**src/rtl/if_stage_prefetch_if.sv**
```systemverilog
// Fetch-stage bundle: instruction memory port, decode handshake, redirect inputs and queue occupancy.
interface if_stage_prefetch_if #(
  parameter int WORD_LEN = 16,
  parameter int DEPTH    = 4
);
  localparam int CW = $clog2(DEPTH) + 1;

  logic [WORD_LEN-1:0] imem_addr;
  logic [WORD_LEN-1:0] imem_instr;
  logic                imem_valid;
  logic                out_valid;
  logic                out_ready;
  logic [WORD_LEN-1:0] out_pc;
  logic [WORD_LEN-1:0] out_instr;
  logic                br_taken;
  logic [WORD_LEN-1:0] br_base;
  logic [WORD_LEN-1:0] br_offset;
  logic                jump_en;
  logic [CW-1:0]       count;

  modport master (
    output imem_addr, out_valid, out_pc, out_instr, count,
    input  imem_instr, imem_valid, out_ready, br_taken, br_base, br_offset, jump_en
  );

  modport slave (
    input  imem_addr, out_valid, out_pc, out_instr, count,
    output imem_instr, imem_valid, out_ready, br_taken, br_base, br_offset, jump_en
  );
endinterface

```
**src/rtl/if_stage_prefetch.sv**
```systemverilog
// Instruction fetch: PC generator feeding a DEPTH-entry {pc, instr} queue drained by decode;
// branch/jump redirects flush the queue and restart fetch at the target.
module if_stage_prefetch #(
  parameter int WORD_LEN     = 16,
  parameter int DEPTH        = 4,
  parameter int PC_STEP      = 4,
  parameter int OFFSET_SHIFT = 1,
  parameter int RESET_PC     = 0
) (
  input  logic clk,
  input  logic rst,
  if_stage_prefetch_if.master bus
);
  localparam int AW = $clog2(DEPTH);
  localparam int CW = AW + 1;

  logic [WORD_LEN-1:0]            pc, target, off_sh;
  logic [DEPTH-1:0][WORD_LEN-1:0] pc_mem, instr_mem;
  logic [AW-1:0]                  rptr, wptr;
  logic [CW-1:0]                  cnt;
  logic                           redirect, full, valid, pop, push;

  assign redirect = bus.jump_en | bus.br_taken;
  assign valid    = (cnt != '0);
  assign full     = (cnt == CW'(DEPTH));
  assign pop      = valid & bus.out_ready & ~redirect;
  // A full queue still accepts a fetch when the head leaves in the same cycle.
  assign push     = bus.imem_valid & ~redirect & (~full | pop);

  assign off_sh = bus.br_offset << OFFSET_SHIFT;
  assign target = bus.jump_en ? off_sh : bus.br_base + off_sh;

  always_ff @(posedge clk) begin
    if (rst) begin
      pc        <= WORD_LEN'(RESET_PC);
      cnt       <= '0;
      rptr      <= '0;
      wptr      <= '0;
      pc_mem    <= '0;
      instr_mem <= '0;
    end else if (redirect) begin
      pc   <= target;
      cnt  <= '0;
      rptr <= '0;
      wptr <= '0;
    end else begin
      if (push) begin
        pc_mem[wptr]    <= pc;
        instr_mem[wptr] <= bus.imem_instr;
        pc              <= pc + WORD_LEN'(PC_STEP);
        wptr            <= wptr + 1'b1;
      end
      if (pop) rptr <= rptr + 1'b1;
      cnt <= cnt + CW'(push) - CW'(pop);
    end
  end

  assign bus.imem_addr = pc;
  assign bus.out_valid = valid;
  assign bus.out_pc    = valid ? pc_mem[rptr]    : '0;
  assign bus.out_instr = valid ? instr_mem[rptr] : '0;
  assign bus.count     = cnt;
endmodule

```
**src/flat_wrapper.sv**
```systemverilog
// flat-port wrapper written by rule: the top's interface ports become plain ports
module if_stage_prefetch_flat 
#(
  parameter int WORD_LEN     = 16,
  parameter int DEPTH        = 4,
  parameter int PC_STEP      = 4,
  parameter int OFFSET_SHIFT = 1,
  parameter int RESET_PC     = 0
)
  (clk, rst, bus_imem_addr, bus_out_valid, bus_out_pc, bus_out_instr, bus_count, bus_imem_instr, bus_imem_valid, bus_out_ready, bus_br_taken, bus_br_base, bus_br_offset, bus_jump_en);
  if_stage_prefetch_if #(.WORD_LEN(WORD_LEN), .DEPTH(DEPTH)) bus_i ();
  input  logic clk;
  input  logic rst;
  output wire logic [$bits(bus_i.imem_addr)-1:0] bus_imem_addr;
  output wire logic [$bits(bus_i.out_valid)-1:0] bus_out_valid;
  output wire logic [$bits(bus_i.out_pc)-1:0] bus_out_pc;
  output wire logic [$bits(bus_i.out_instr)-1:0] bus_out_instr;
  output wire logic [$bits(bus_i.count)-1:0] bus_count;
  input wire logic [$bits(bus_i.imem_instr)-1:0] bus_imem_instr;
  input wire logic [$bits(bus_i.imem_valid)-1:0] bus_imem_valid;
  input wire logic [$bits(bus_i.out_ready)-1:0] bus_out_ready;
  input wire logic [$bits(bus_i.br_taken)-1:0] bus_br_taken;
  input wire logic [$bits(bus_i.br_base)-1:0] bus_br_base;
  input wire logic [$bits(bus_i.br_offset)-1:0] bus_br_offset;
  input wire logic [$bits(bus_i.jump_en)-1:0] bus_jump_en;
  assign bus_imem_addr = bus_i.imem_addr;
  assign bus_out_valid = bus_i.out_valid;
  assign bus_out_pc = bus_i.out_pc;
  assign bus_out_instr = bus_i.out_instr;
  assign bus_count = bus_i.count;
  assign bus_i.imem_instr = bus_imem_instr;
  assign bus_i.imem_valid = bus_imem_valid;
  assign bus_i.out_ready = bus_out_ready;
  assign bus_i.br_taken = bus_br_taken;
  assign bus_i.br_base = bus_br_base;
  assign bus_i.br_offset = bus_br_offset;
  assign bus_i.jump_en = bus_jump_en;
  if_stage_prefetch #(.WORD_LEN(WORD_LEN), .DEPTH(DEPTH), .PC_STEP(PC_STEP), .OFFSET_SHIFT(OFFSET_SHIFT), .RESET_PC(RESET_PC)) u_core (.clk(clk), .rst(rst), .bus(bus_i));
endmodule
```
**config.mk**
```make
export PLATFORM = sky130hd
export DESIGN_NAME = if_stage_prefetch_flat
export DESIGN_NICKNAME = d
export VERILOG_FILES = /design/src/rtl/if_stage_prefetch_if.sv /design/src/rtl/if_stage_prefetch.sv /design/src/flat_wrapper.sv
export SDC_FILE = /design/constraint.sdc
export NUM_CORES = 1
export LEC_CHECK = 0
export ABC_CLOCK_PERIOD_IN_PS = 5900
export CORE_UTILIZATION = 55
export DETAILED_ROUTE_END_ITERATION = 10
export GPL_ROUTABILITY_DRIVEN = 0
export PLACE_DENSITY = 0.8
export SLEW_MARGIN = 10
export SYNTH_ARGS = -nofsm -noshare
export SYNTH_HDL_FRONTEND = slang
export SYNTH_SLANG_ARGS = --single-unit
```
**constraint.sdc**
```tcl
create_clock -name clk -period 5.9 [get_ports clk]
set_input_delay 1.475 -clock clk [delete_from_list [all_inputs] [get_ports clk]]
set_output_delay 1.475 -clock clk [all_outputs]
set_load 0.05 [all_outputs]
```
==> Flow_metrics.wiki, run 1 <==
{| class="wikitable"
! Metric !! Value
|-
| Launching point of the worst reg2reg path || u_core.bus.count[1]
|-
| Final standard cell count with taps included and fillers excluded || 1,163
|-
| Cell depth of the worst flop-to-flop path || 10
|-
| Final number of setup-violating endpoints || 0
|-
| PD cells || 255.9 mW/mm2
|-
| Required time worst endpoint || 4.43 ns
|-
| Post-synth net total || 990
|-
| Total setup buffers inserted after CTS || 0
|-
| Maximum achievable frequency || 0.2184 GHz
|-
| CTS HTree Levels || 4
|-
| Number of flops mapped to enable cells by yosys || 0
|-
| Maximum number of pins on one net before global-route repair || 79
|-
| Worst setup slack for register-to-register paths || 2.79 ns
|-
| Type of element capturing the critical path || primary output
|-
| Headroom to the max-slew limit || 0.2294
|-
| Number of top-level pins || 106
|-
| DR WL/cell || 16.22 um
|-
| Mean number of vias per cell || 5.725
|-
| # placed instances || 1,133
|-
| Drt drc || 0
|-
| Period Utilization, post-route || 0.7759
|-
| Share of the core filled with cells || 0.6843
|-
| DR vias || 6,658
|-
| Cell Area, Synth || 0.007473 mm2
|-
| Hold slack || 0.4504 ns
|-
| Setup TNS Final || 0 ns
|-
| Post-Synthesis Cells || 913
|-
| Number of flip-flops and latches in the synthesized netlist || 151
|-
| Share of flip-flops with an asynchronous set or reset || 0
|-
| GRT Util Overall || 0.2803
|-
| Post-DP HPWL || 11,900 um
|-
| Post-synth top area share || 0.4045
|-
| Width of the die || 118.6 um
|-
| Most numerous cell in the Yosys netlist || sky130_fd_sc_hd__nand2_1
|-
| Die span in y || 118.6 um
|-
| Area growth syn-to-layout || 21.26%
|-
| Top_reg_cell synth || sky130_fd_sc_hd__dfxtp_1
|-
| Worst slew pin tran || 1.156 ns
|-
| Nets || 1,053
|-
| Max Cap Viol || 0
|-
| Avg Cell Area, Syn || 8.186 um2
|-
| Post-synthesis share of cell area spent on and, or, nand and nor gates || 0.2192
|-
| Result of the run || completed
|-
| Largest cells by area after synthesis || sky130_fd_sc_hd__dfxtp_1 (40%), sky130_fd_sc_hd__nand2_1 (14%), sky130_fd_sc_hd__a21oi_1 (10%), sky130_fd_sc_hd__mux4_2 (9.6%), sky130_fd_sc_hd__ha_1 (3.5%)
|-
| Count of warnings emitted by yosys || 0
|-
| Unrepaired setup endpoints after global routing || no
|-
| DIE AREA || 0.01406 mm2
|-
| Worst setup path class || reg -> out
|-
| Buffer depth of the longest clock path || 2
|-
| PostCTS Resize Cnt || 0
|-
| Largest family of logic cells by synthesized area || simple AND/OR/NAND/NOR gates
|-
| Largest driver fanout on the critical path || 19
|-
| Hold Crit Endpoint || u_core.instr_mem[13]
|-
| Clock sink count || 151
|-
| Critical path's slowest cell || sky130_fd_sc_hd__dfxtp_2
|-
| CTS root buf || sky130_fd_sc_hd__clkbuf_16
|-
| CP Cell Sequence || buf_4 -> mux4_2 -> and2_1 -> clkdlybuf4s50_1
|-
| Peak per-stage delay on the critical path || 0.77 ns
|-
| Time the worst path needs with I/O delays and setup || 4.578 ns
|-
| Critical path buffers and inverters || 2
|-
| Quantity of hold-fixing buffers added after cts || 0
|-
| Max-slew violations || 0
|-
| Proportion of layout cells with a drive suffix above 1 || 0.08713
|-
| Count of buffers from port buffering || 104
|-
| Critical path startpoint category || flop
|-
| Worst-case clock skew || 0.007170 ns
|-
| Min-Delay Path Depth || 2
|-
| Antenna violations before repair || 0
|-
| Share of the synthesized area in compound gates (AO/OA/AOI/OAI) || 0.1616
|-
| Hold violation total from the final report || 0
|-
| CTS buffer count || 17
|-
| Register clock-pin slew on the reported worst setup and hold paths || 0.06 ns
|-
| Wire length after detailed routing || 18,870 um
|-
| Number of distinct standard cells referenced by the synthesized netlist || 57
|-
| First-pass GRT wire length || 31,090 um
|-
| Number of rows in the core area || 42
|-
| Worst skew pair latency || 0.43 ns
|-
| Clock tree from TritonCTS || built
|-
| Kind of cell adding the most delay to the critical path || buffers and inverters
|-
| Worst endpoint data arrival time || 3.10 ns
|-
| Number of global-route vias before repair || 6,395
|-
| Post-synthesis sequential area ratio || 0.4045
|-
| CORE AREA || 0.01324 mm2
|-
| DR iter-0 viols || 491
|-
| Initial core utilization || 0.5643
|-
| Non-Filler Cell Area, Final || 0.009062 mm2
|-
| Pre-antenna DRT Iters || 5
|-
| Post-synthesis xor/xnor area fraction || 0.02227
|-
| Adder and majority cell fraction of the synthesized area || 0.04052
|-
| Type of the tightest min-delay check || reg -> reg
|-
| Top cell types by occurrence after synthesis || sky130_fd_sc_hd__nand2_1 (282), sky130_fd_sc_hd__a21oi_1 (153), sky130_fd_sc_hd__dfxtp_1 (151), sky130_fd_sc_hd__clkbuf_1 (45), sky130_fd_sc_hd__and2_1 (35)
|-
| Instance area at placement || 0.008528 mm2
|-
| Beginning of the worst hold path || u_core.instr_mem[13]
|-
| Remaining global-route overflow || 0
|-
| Static leakage power || 3.089 nW
|-
| Mux share of post-synthesis cell area || 0.1045
|-
| Number of diodes added for antenna fixing || 0
|-
| Destination of the worst register-to-register timing path || u_core.bus.count[2]
|-
| Most area-hungry cell type in the Yosys netlist || sky130_fd_sc_hd__dfxtp_1
|-
| Count of antenna-violating nets left after detailed routing || 0
|-
| Max VDD drop || 0.2393 mV
|-
| Origin of the worst setup path || u_core.rptr[0]
|}
==> cells by family (layout without fill, tap and decap cells) <==
group,Yosys count,after routing
compound gates,208,208
xor+xnor,19,19
fa+ha+maj,23,23
buf+inv,87,161
flops,151,151
mux,38,38
simple gates,387,387
==> registers in the layout, summed over array words and instances (netlist names) <==
register and flops:
u_core.instr_mem 64, u_core.bus.count 3, u_core.rptr 2, u_core.wptr 2, u_core.bus.imem_addr 16, u_core.pc_mem 64
==> cell type report <==
cell class              count  area (um2)
flip-flops and latches    151        3024
multi-input cells         675        4095
clock buffers              23       488.0
fillers                  1125        4180
repair buffers            117        1136
well taps                 176       220.2
clock inverters             7       46.29
inverters                  14       52.55
==> layer usage <==
layer,share of wire,global-route usage
met4,0.026,0.1123
met2,0.48,0.4667
met5,0,0
met3,0.077,0.06805
met1,0.41,0.3478
==> worst min-delay path, stage by stage (launching register included) <==
cell	delay [ns]
sky130_fd_sc_hd__dfxtp_1	0.30
sky130_fd_sc_hd__nand2_1	0.05
sky130_fd_sc_hd__a21oi_1	0.05
==> where the power goes <==
part	internal, mW	switching [mW]
logic	0.113	0.150
clock network	0.576	0.410
registers	1.04	0.0332
total	1.73	0.594
==> cell usage in the layout, fill, tap and decap left out, types with 3 or more instances in the layout <==
cell                              count
sky130_fd_sc_hd__o21bai_1             3
sky130_fd_sc_hd__o21ai_0             13
sky130_fd_sc_hd__or3_1                4
sky130_fd_sc_hd__dfxtp_1            150
sky130_fd_sc_hd__nor3_1               5
sky130_fd_sc_hd__a21oi_1            153
sky130_fd_sc_hd__ha_1                21
sky130_fd_sc_hd__clkdlybuf4s50_1    103
sky130_fd_sc_hd__clkbuf_8             4
sky130_fd_sc_hd__buf_4               14
sky130_fd_sc_hd__inv_1               14
sky130_fd_sc_hd__xor2_1               5
sky130_fd_sc_hd__and2_1              35
sky130_fd_sc_hd__nor2_1              28
sky130_fd_sc_hd__nand3_1              7
sky130_fd_sc_hd__nand2_1            282
sky130_fd_sc_hd__mux4_2              32
sky130_fd_sc_hd__clkinvlp_4           3
sky130_fd_sc_hd__nand4_1              4
sky130_fd_sc_hd__a211o_1              3
sky130_fd_sc_hd__clkinv_2             3
sky130_fd_sc_hd__o22ai_1              3
sky130_fd_sc_hd__mux2i_1              6
sky130_fd_sc_hd__clkbuf_16           17
sky130_fd_sc_hd__xnor2_1             14
sky130_fd_sc_hd__a211oi_1             7
sky130_fd_sc_hd__nor2b_1              6
sky130_fd_sc_hd__and3_1               6
==> stage by stage <==
step	setup WS, ns	power [mW]
floorplan	2.292	1.253
CTS	1.268	2.323
global route	1.135	2.394
finish	1.322	2.319
detailed placement	1.619	1.352
global placement	1.674	1.349
==> worst max-delay path by stage <==
stage | end | slack (ns) | cells after the start
finish | bus_out_pc[10] | 1.32 | 4
global route | bus_out_pc[10] | 1.14 | 4
CTS | bus_out_pc[10] | 1.27 | 4
detailed placement | u_core.bus.count[2] | 1.62 | 12
global placement | u_core.bus.count[2] | 1.67 | 12
floorplan | bus_out_pc[10] | 2.29 | 3
Power figures use the tool's default switching activity.
==> run 2: changes to the inputs <==
ABC_CLOCK_PERIOD_IN_PS = 4500   (was 5900)
clock period = 4.5 ns   (was 5.9 ns; I/O delays follow)
==> Flow_metrics.wiki, run 2 (synthesis gave the netlist of run 1 again) <==
{| class="wikitable"
! Metric !! Value
|-
| Result of the run || completed
|-
| Critical path startpoint category || flop
|-
| Origin of the worst setup path || u_core.bus.count[1]
|-
| Maximum achievable frequency || 0.2569 GHz
|-
| Headroom to the max-slew limit || 0.4706 (+0.2412)
|-
| Width of the die || 118.6 um (unchanged)
|-
| Launching point of the worst reg2reg path || u_core.bus.count[1]
|-
| Static leakage power || 3.180 nW (+3.0%)
|-
| Max-slew violations || 0 (unchanged)
|-
| Mean number of vias per cell || 5.765 (+0.70%)
|-
| Worst setup path class || reg -> out
|-
| Total setup buffers inserted after CTS || 0 (unchanged)
|-
| DIE AREA || 0.01406 mm2 (unchanged)
|-
| Number of diodes added for antenna fixing || 0 (unchanged)
|-
| PostCTS Resize Cnt || 0 (unchanged)
|-
| DR WL/cell || 16.58 um (+2.2%)
|-
| Worst skew pair latency || 0.43 ns (about the same)
|-
| Clock tree from TritonCTS || built
|-
| Number of top-level pins || 106 (unchanged)
|-
| Area growth syn-to-layout || 23.71%
|-
| DR iter-0 viols || 556 (+13%)
|-
| Count of buffers from port buffering || 104 (unchanged)
|-
| Largest driver fanout on the critical path || 19 (unchanged)
|-
| Max VDD drop || 0.2774 mV (+16%)
|-
| Hold violation total from the final report || 0 (unchanged)
|-
| CTS HTree Levels || 4 (unchanged)
|-
| Pre-antenna DRT Iters || 5 (unchanged)
|-
| Wire length after detailed routing || 19,480 um (+3.2%)
|-
| Proportion of layout cells with a drive suffix above 1 || 0.1001 (+0.01297)
|-
| Required time worst endpoint || 3.38 ns (-1.05 ns)
|-
| CORE AREA || 0.01324 mm2 (unchanged)
|-
| Register clock-pin slew on the reported worst setup and hold paths || 0.06 ns (about the same)
|-
| Number of global-route vias before repair || 6,513 (+1.8%)
|-
| Drt drc || 0 (unchanged)
|-
| Antenna violations before repair || 0 (unchanged)
|-
| Type of element capturing the critical path || primary output
|-
| Clock sink count || 151 (unchanged)
|-
| Time the worst path needs with I/O delays and setup || 3.893 ns
|-
| Worst endpoint data arrival time || 2.77 ns (-0.33 ns)
|-
| First-pass GRT wire length || 31,880 um (+2.5%)
|-
| Setup TNS Final || 0 ns (unchanged)
|-
| Final number of setup-violating endpoints || 0 (unchanged)
|-
| Initial core utilization || 0.5643 (unchanged)
|-
| Type of the tightest min-delay check || reg -> reg
|-
| Worst slew pin tran || 0.7942 ns (-0.3618 ns)
|-
| CTS buffer count || 17 (unchanged)
|-
| Post-DP HPWL || 12,380 um (+4.0%)
|-
| Die span in y || 118.6 um (unchanged)
|-
| PnR Total Power || 3.299 mW (+42%)
|-
| Beginning of the worst hold path || u_core.instr_mem[43]
|-
| CTS root buf || sky130_fd_sc_hd__clkbuf_16
|-
| Period Utilization, post-route || 0.8651
|-
| GRT Util Overall || 0.2862 (+0.005986)
|-
| Remaining global-route overflow || 0 (unchanged)
|-
| Number of rows in the core area || 42 (unchanged)
|-
| Most used cells in the layout excluding fill and tap cells || sky130_fd_sc_hd__nand2_1 (282), sky130_fd_sc_hd__a21oi_1 (153), sky130_fd_sc_hd__dfxtp_1 (150), sky130_fd_sc_hd__clkdlybuf4s50_1 (103), sky130_fd_sc_hd__and2_1 (35)
|-
| Buffer depth of the longest clock path || 2 (unchanged)
|-
| Nets || 1,063 (+0.95%)
|-
| PD cells || 356.8 mW/mm2 (+39%)
|-
| Worst-case clock skew || 0.009670 ns (+0.002500 ns)
|-
| Count of antenna-violating nets left after detailed routing || 0 (unchanged)
|-
| Maximum number of pins on one net before global-route repair || 74 (-6.3%)
|-
| Unrepaired setup endpoints after global routing || no
|-
| Max Cap Viol || 0 (unchanged)
|-
| DR vias || 6,774 (+1.7%)
|-
| Most common cell after layout, fill and taps aside || sky130_fd_sc_hd__nand2_1
|-
| Quantity of hold-fixing buffers added after cts || 0 (unchanged)
|-
| Filler cells || 1,040 (-7.6%)
|}
==> run 2: cell types whose count changed in the layout (fill, tap and decap cells not counted) <==
| cell | before | now |
|---|---|---|
| sky130_fd_sc_hd__clkinv_4 | 0 | 2 |
| sky130_fd_sc_hd__clkbuf_8 | 4 | 0 |
| sky130_fd_sc_hd__clkbuf_1 | 2 | 0 |
| sky130_fd_sc_hd__bufinv_16 | 0 | 4 |
| sky130_fd_sc_hd__clkinvlp_4 | 3 | 4 |
| sky130_fd_sc_hd__inv_8 | 0 | 2 |
| sky130_fd_sc_hd__buf_4 | 14 | 24 |
| sky130_fd_sc_hd__clkinv_2 | 3 | 0 |
| sky130_fd_sc_hd__inv_6 | 1 | 3 |
==> run 2: final timing paths <==
check / to / slack (ns) / cells past startpoint
hold / removal: u_core.instr_mem[43] / 0.45 / 2
hold reg to reg: u_core.instr_mem[43] / 0.45 / 2
setup reg to reg: u_core.bus.count[2] / 1.78 / 10
setup / recovery: bus_out_instr[15] / 0.61 / 4
==> run 2: per-layer routing <==
| metal | global-route usage | part of all wire | vias up |
|---|---|---|---|
| met5 | 0 | 0 | - |
| li1 | - | - | 3239 |
| met3 | 0.05309 | 0.072 | 38 |
| met4 | 0.1123 | 0.026 | 0 |
| met1 | 0.3546 | 0.41 | 3205 |
| met2 | 0.4909 | 0.49 | 292 |
==> run 2: report_power, final <==
group | switching, mW | leakage (nW) | total, mW | internal (mW)
clock network | 0.602 | 0.301 | 1.54 | 0.942
logic | 0.200 | 1.66 | 0.351 | 0.151
registers | 0.0453 | 1.22 | 1.40 | 1.36
total | 0.847 | 3.18 | 3.30 | 2.45
==> run 2: cell type report <==
type | count | area, um2 | area share
inverter | 14 | 52.55 | 0.005684
timing repair buffer | 127 | 1211 | 0.1310
clock buffer | 17 | 425.4 | 0.04601
clock inverter | 15 | 216.5 | 0.02341
tap | 176 | 220.2 | 0.02382
sequential | 151 | 3024 | 0.3271
multi-input combinational | 675 | 4095 | 0.4430
==> run 2: per-stage QoR <==
step | utilization | instance area [um2] | setup WS, ns | hold slack (ns) | cells
after floorplan | - | 7473 | 1.242 | 0.4331 | 913
after global placement | 0.6497 | 8603 | 0.8624 | 0.4390 | 1143
after detailed placement | 0.6497 | 8603 | 0.8043 | 0.4431 | 1143
after CTS | 0.6981 | 9245 | 0.5684 | 0.4517 | 1175
after global routing | 0.6981 | 9245 | 0.4587 | 0.4714 | 1175
final | 0.6981 | 9245 | 0.6070 | 0.4512 | 1175
==> run 2: worst max-delay path, stage by stage, from the launching register on <==
cell and delay (ns):
sky130_fd_sc_hd__dfxtp_1 0.50, sky130_fd_sc_hd__or3_1 0.51, sky130_fd_sc_hd__buf_4 0.33, sky130_fd_sc_hd__and2_1 0.18
sky130_fd_sc_hd__clkdlybuf4s50_1 0.81
==> run 3: changes to the inputs <==
ABC_CLOCK_PERIOD_IN_PS = 3150   (was 4500)
CORE_UTILIZATION = 50   (was 55)
PLACE_DENSITY = 0.77   (was 0.8)
clock period = 3.15 ns   (was 4.5 ns; I/O delays follow)
==> Flow_metrics.wiki, run 3 (synthesis gave the netlist of run 1 again) <==
{| class="wikitable"
! Metric !! Value
|-
| Result of the run || completed
|-
| Kind of cell adding the most delay to the critical path || flip-flops
|-
| PnR Total Power || 4.589 mW (+39%)
|-
| Largest driver fanout on the critical path || 19 (unchanged)
|-
| Remaining global-route overflow || 0 (unchanged)
|-
| Period Utilization, post-route || 0.9249
|-
| Mean number of vias per cell || 5.689 (-1.3%)
|-
| Most common cell after layout, fill and taps aside || sky130_fd_sc_hd__nand2_1
|-
| Pre-antenna DRT Iters || 5 (unchanged)
|-
| Worst slew pin tran || 0.7343 ns (-0.05983 ns)
|-
| CTS HTree Levels || 4 (unchanged)
|-
| Critical path buffers and inverters || 2 (unchanged)
|-
| CORE AREA || 0.01453 mm2 (+9.8%)
|-
| Pre-CTS worst setup slack || -0.1110 ns (-0.9153 ns)
|-
| # placed instances || 1,165 (+1.9%)
|-
| Max Cap Viol || 0 (unchanged)
|-
| Maximum achievable frequency || 0.3432 GHz
|-
| Width of the die || 124.3 um (+4.8%)
|-
| Busiest grt layer || met2
|-
| Number of rows in the core area || 44 (+4.8%)
|-
| Count of antenna-violating nets left after detailed routing || 0 (unchanged)
|-
| First-pass GRT wire length || 32,840 um (+3.0%)
|-
| Hold violation total from the final report || 0 (unchanged)
|-
| Max-slew violations || 0 (unchanged)
|-
| Time the worst path needs with I/O delays and setup || 2.913 ns
|-
| Antenna violations before repair || 0 (unchanged)
|-
| Critical path startpoint category || flop
|-
| Number of global-route vias before repair || 6,572 (+0.91%)
|-
| Proportion of layout cells with a drive suffix above 1 || 0.1406 (+0.04049)
|-
| Initial core utilization || 0.5142 (-0.05014)
|-
| Clock tree from TritonCTS || built
|-
| DR WL/cell || 16.80 um (+1.4%)
|-
| Type of the tightest min-delay check || reg -> reg
|-
| Most used cell along the critical path || sky130_fd_sc_hd__buf_12
|-
| Area growth syn-to-layout || 29.13%
|-
| Worst endpoint data arrival time || 2.13 ns (-0.64 ns)
|-
| Number of top-level pins || 106 (unchanged)
|-
| Most used cells in the layout excluding fill and tap cells || sky130_fd_sc_hd__nand2_1 (282), sky130_fd_sc_hd__a21oi_1 (153), sky130_fd_sc_hd__dfxtp_1 (150), sky130_fd_sc_hd__clkdlybuf4s50_1 (70), sky130_fd_sc_hd__buf_4 (37)
|-
| Worst setup path class || reg -> out
|-
| Post-DP HPWL || 13,370 um (+8.0%)
|-
| Max VDD drop || 0.4129 mV (+49%)
|-
| GRT Util Overall || 0.2662 (-0.02008)
|-
| Global routing met1 resource utilization || 0.3246 (-0.02995)
|-
| CTS root buf || sky130_fd_sc_hd__clkbuf_16
|-
| Worst skew pair latency || 0.42 ns (about the same)
|-
| DR iter-0 viols || 671 (+21%)
|-
| Final standard cell count with taps included and fillers excluded || 1,194 (+1.6%)
|-
| Static leakage power || 3.399 nW (+6.9%)
|-
| Unrepaired setup endpoints after global routing || no
|-
| Worst-case clock skew || 0.007731 ns (-0.001939 ns)
|-
| Drt drc || 0 (unchanged)
|-
| Required time worst endpoint || 2.36 ns (-1.02 ns)
|-
| Register clock-pin slew on the reported worst setup and hold paths || 0.06 ns (about the same)
|-
| Met2 routing resource usage after global routing || 0.4576 (-0.03327)
|-
| CTS buffer count || 17 (unchanged)
|-
| Met3 Usage GRT || 0.06357 (+0.01049)
|-
| Count of buffers from port buffering || 104 (unchanged)
|-
| Final worst setup slack || 0.2367 ns (-0.3703 ns)
|-
| CP Cell Sequence || buf_12 -> mux4_2 -> and2_1 -> buf_12
|-
| Final number of setup-violating endpoints || 0 (unchanged)
|-
| Total setup buffers inserted after CTS || 0 (unchanged)
|-
| Die span in y || 124.3 um (+4.8%)
|-
| Peak per-stage delay on the critical path || 0.53 ns (-0.28 ns)
|-
| PostCTS Resize Cnt || 0 (unchanged)
|-
| Quantity of hold-fixing buffers added after cts || 0 (unchanged)
|-
| Type of element capturing the critical path || primary output
|-
| Nets || 1,077 (+1.3%)
|-
| PD cells || 475.6 mW/mm2 (+33%)
|-
| DR vias || 6,793 (+0.28%)
|-
| Headroom to the max-slew limit || 0.5104 (+0.03989)
|-
| Critical path's slowest cell || sky130_fd_sc_hd__dfxtp_2
|-
| Number of diodes added for antenna fixing || 0 (unchanged)
|-
| Clock sink count || 151 (unchanged)
|-
| DIE AREA || 0.01544 mm2 (+9.8%)
|-
| Maximum number of pins on one net before global-route repair || 73 (-1.4%)
|-
| Wire length after detailed routing || 20,060 um (+3.0%)
|-
| Buffer depth of the longest clock path || 2 (unchanged)
|}
[run 3: cell types whose count changed in the layout (fill, tap and decap cells not counted)]
| cell | change |
|---|---|
| sky130_fd_sc_hd__clkinv_2 | +4 |
| sky130_fd_sc_hd__buf_4 | +13 |
| sky130_fd_sc_hd__clkinv_4 | -1 |
| sky130_fd_sc_hd__clkdlybuf4s50_1 | -33 |
| sky130_fd_sc_hd__inv_6 | -3 |
| sky130_fd_sc_hd__buf_12 | +34 |
| sky130_fd_sc_hd__clkinvlp_4 | -3 |
| sky130_fd_sc_hd__inv_8 | -2 |
| sky130_fd_sc_hd__clkbuf_1 | +2 |
[run 3: final timing paths]
path         cells past startpoint                 from             endpoint  slack, ns
max                              4       u_core.rptr[0]       bus_out_pc[15]       0.24
min                              2    u_core.pc_mem[16]    u_core.pc_mem[16]       0.45
max reg2reg                     10  u_core.bus.count[1]  u_core.bus.count[2]       0.77
min reg2reg                      2    u_core.pc_mem[16]    u_core.pc_mem[16]       0.45
[run 3: power by group]
part	total (mW)	internal [mW]	switching (mW)
registers	2.00	1.94	0.0550
logic	0.523	0.226	0.297
clock network	2.07	1.31	0.764
[run 3: per-stage QoR]
step / area [um2] / utilization / hold slack [ns] / setup TNS [ns]
2_1_floorplan: 7473 / - / 0.4331 / 0
3_3_place_gp: 9061 / 0.6235 / 0.4388 / -0.1096
3_5_place_dp: 9061 / 0.6235 / 0.4452 / -0.2130
4_1_cts: 9651 / 0.6640 / 0.4527 / 0
5_1_grt: 9651 / 0.6640 / 0.4722 / 0
6_report: 9651 / 0.6640 / 0.4518 / 0
[run 3: layout make-up]
class	instances	area, um2
Sequential cell	151	3024
Fill cell	1180	4883
Multi-Input combinational cell	675	4095
Timing Repair Buffer	141	1659
Clock inverter	10	156.4
Inverter	14	52.55
Clock buffer	19	432.9
Tap cell	184	230.2
[run 3: worst reg2reg max path: stages, from the launching register on]
cell	delay (ns)
sky130_fd_sc_hd__dfxtp_1	0.39
sky130_fd_sc_hd__or3_1	0.40
sky130_fd_sc_hd__and3_1	0.22
sky130_fd_sc_hd__ha_1	0.27
sky130_fd_sc_hd__inv_1	0.06
sky130_fd_sc_hd__ha_1	0.13
sky130_fd_sc_hd__inv_1	0.05
sky130_fd_sc_hd__fa_1	0.38
sky130_fd_sc_hd__xor2_1	0.19
sky130_fd_sc_hd__xnor2_1	0.15
sky130_fd_sc_hd__nor2_1	0.05
[run 3: metal layers]
metal / vias up / share of wire
met4: 0 / 0.019
met1: 3215 / 0.41
li1: 3270 / -
met3: 40 / 0.065
met5: - / 0
met2: 268 / 0.50
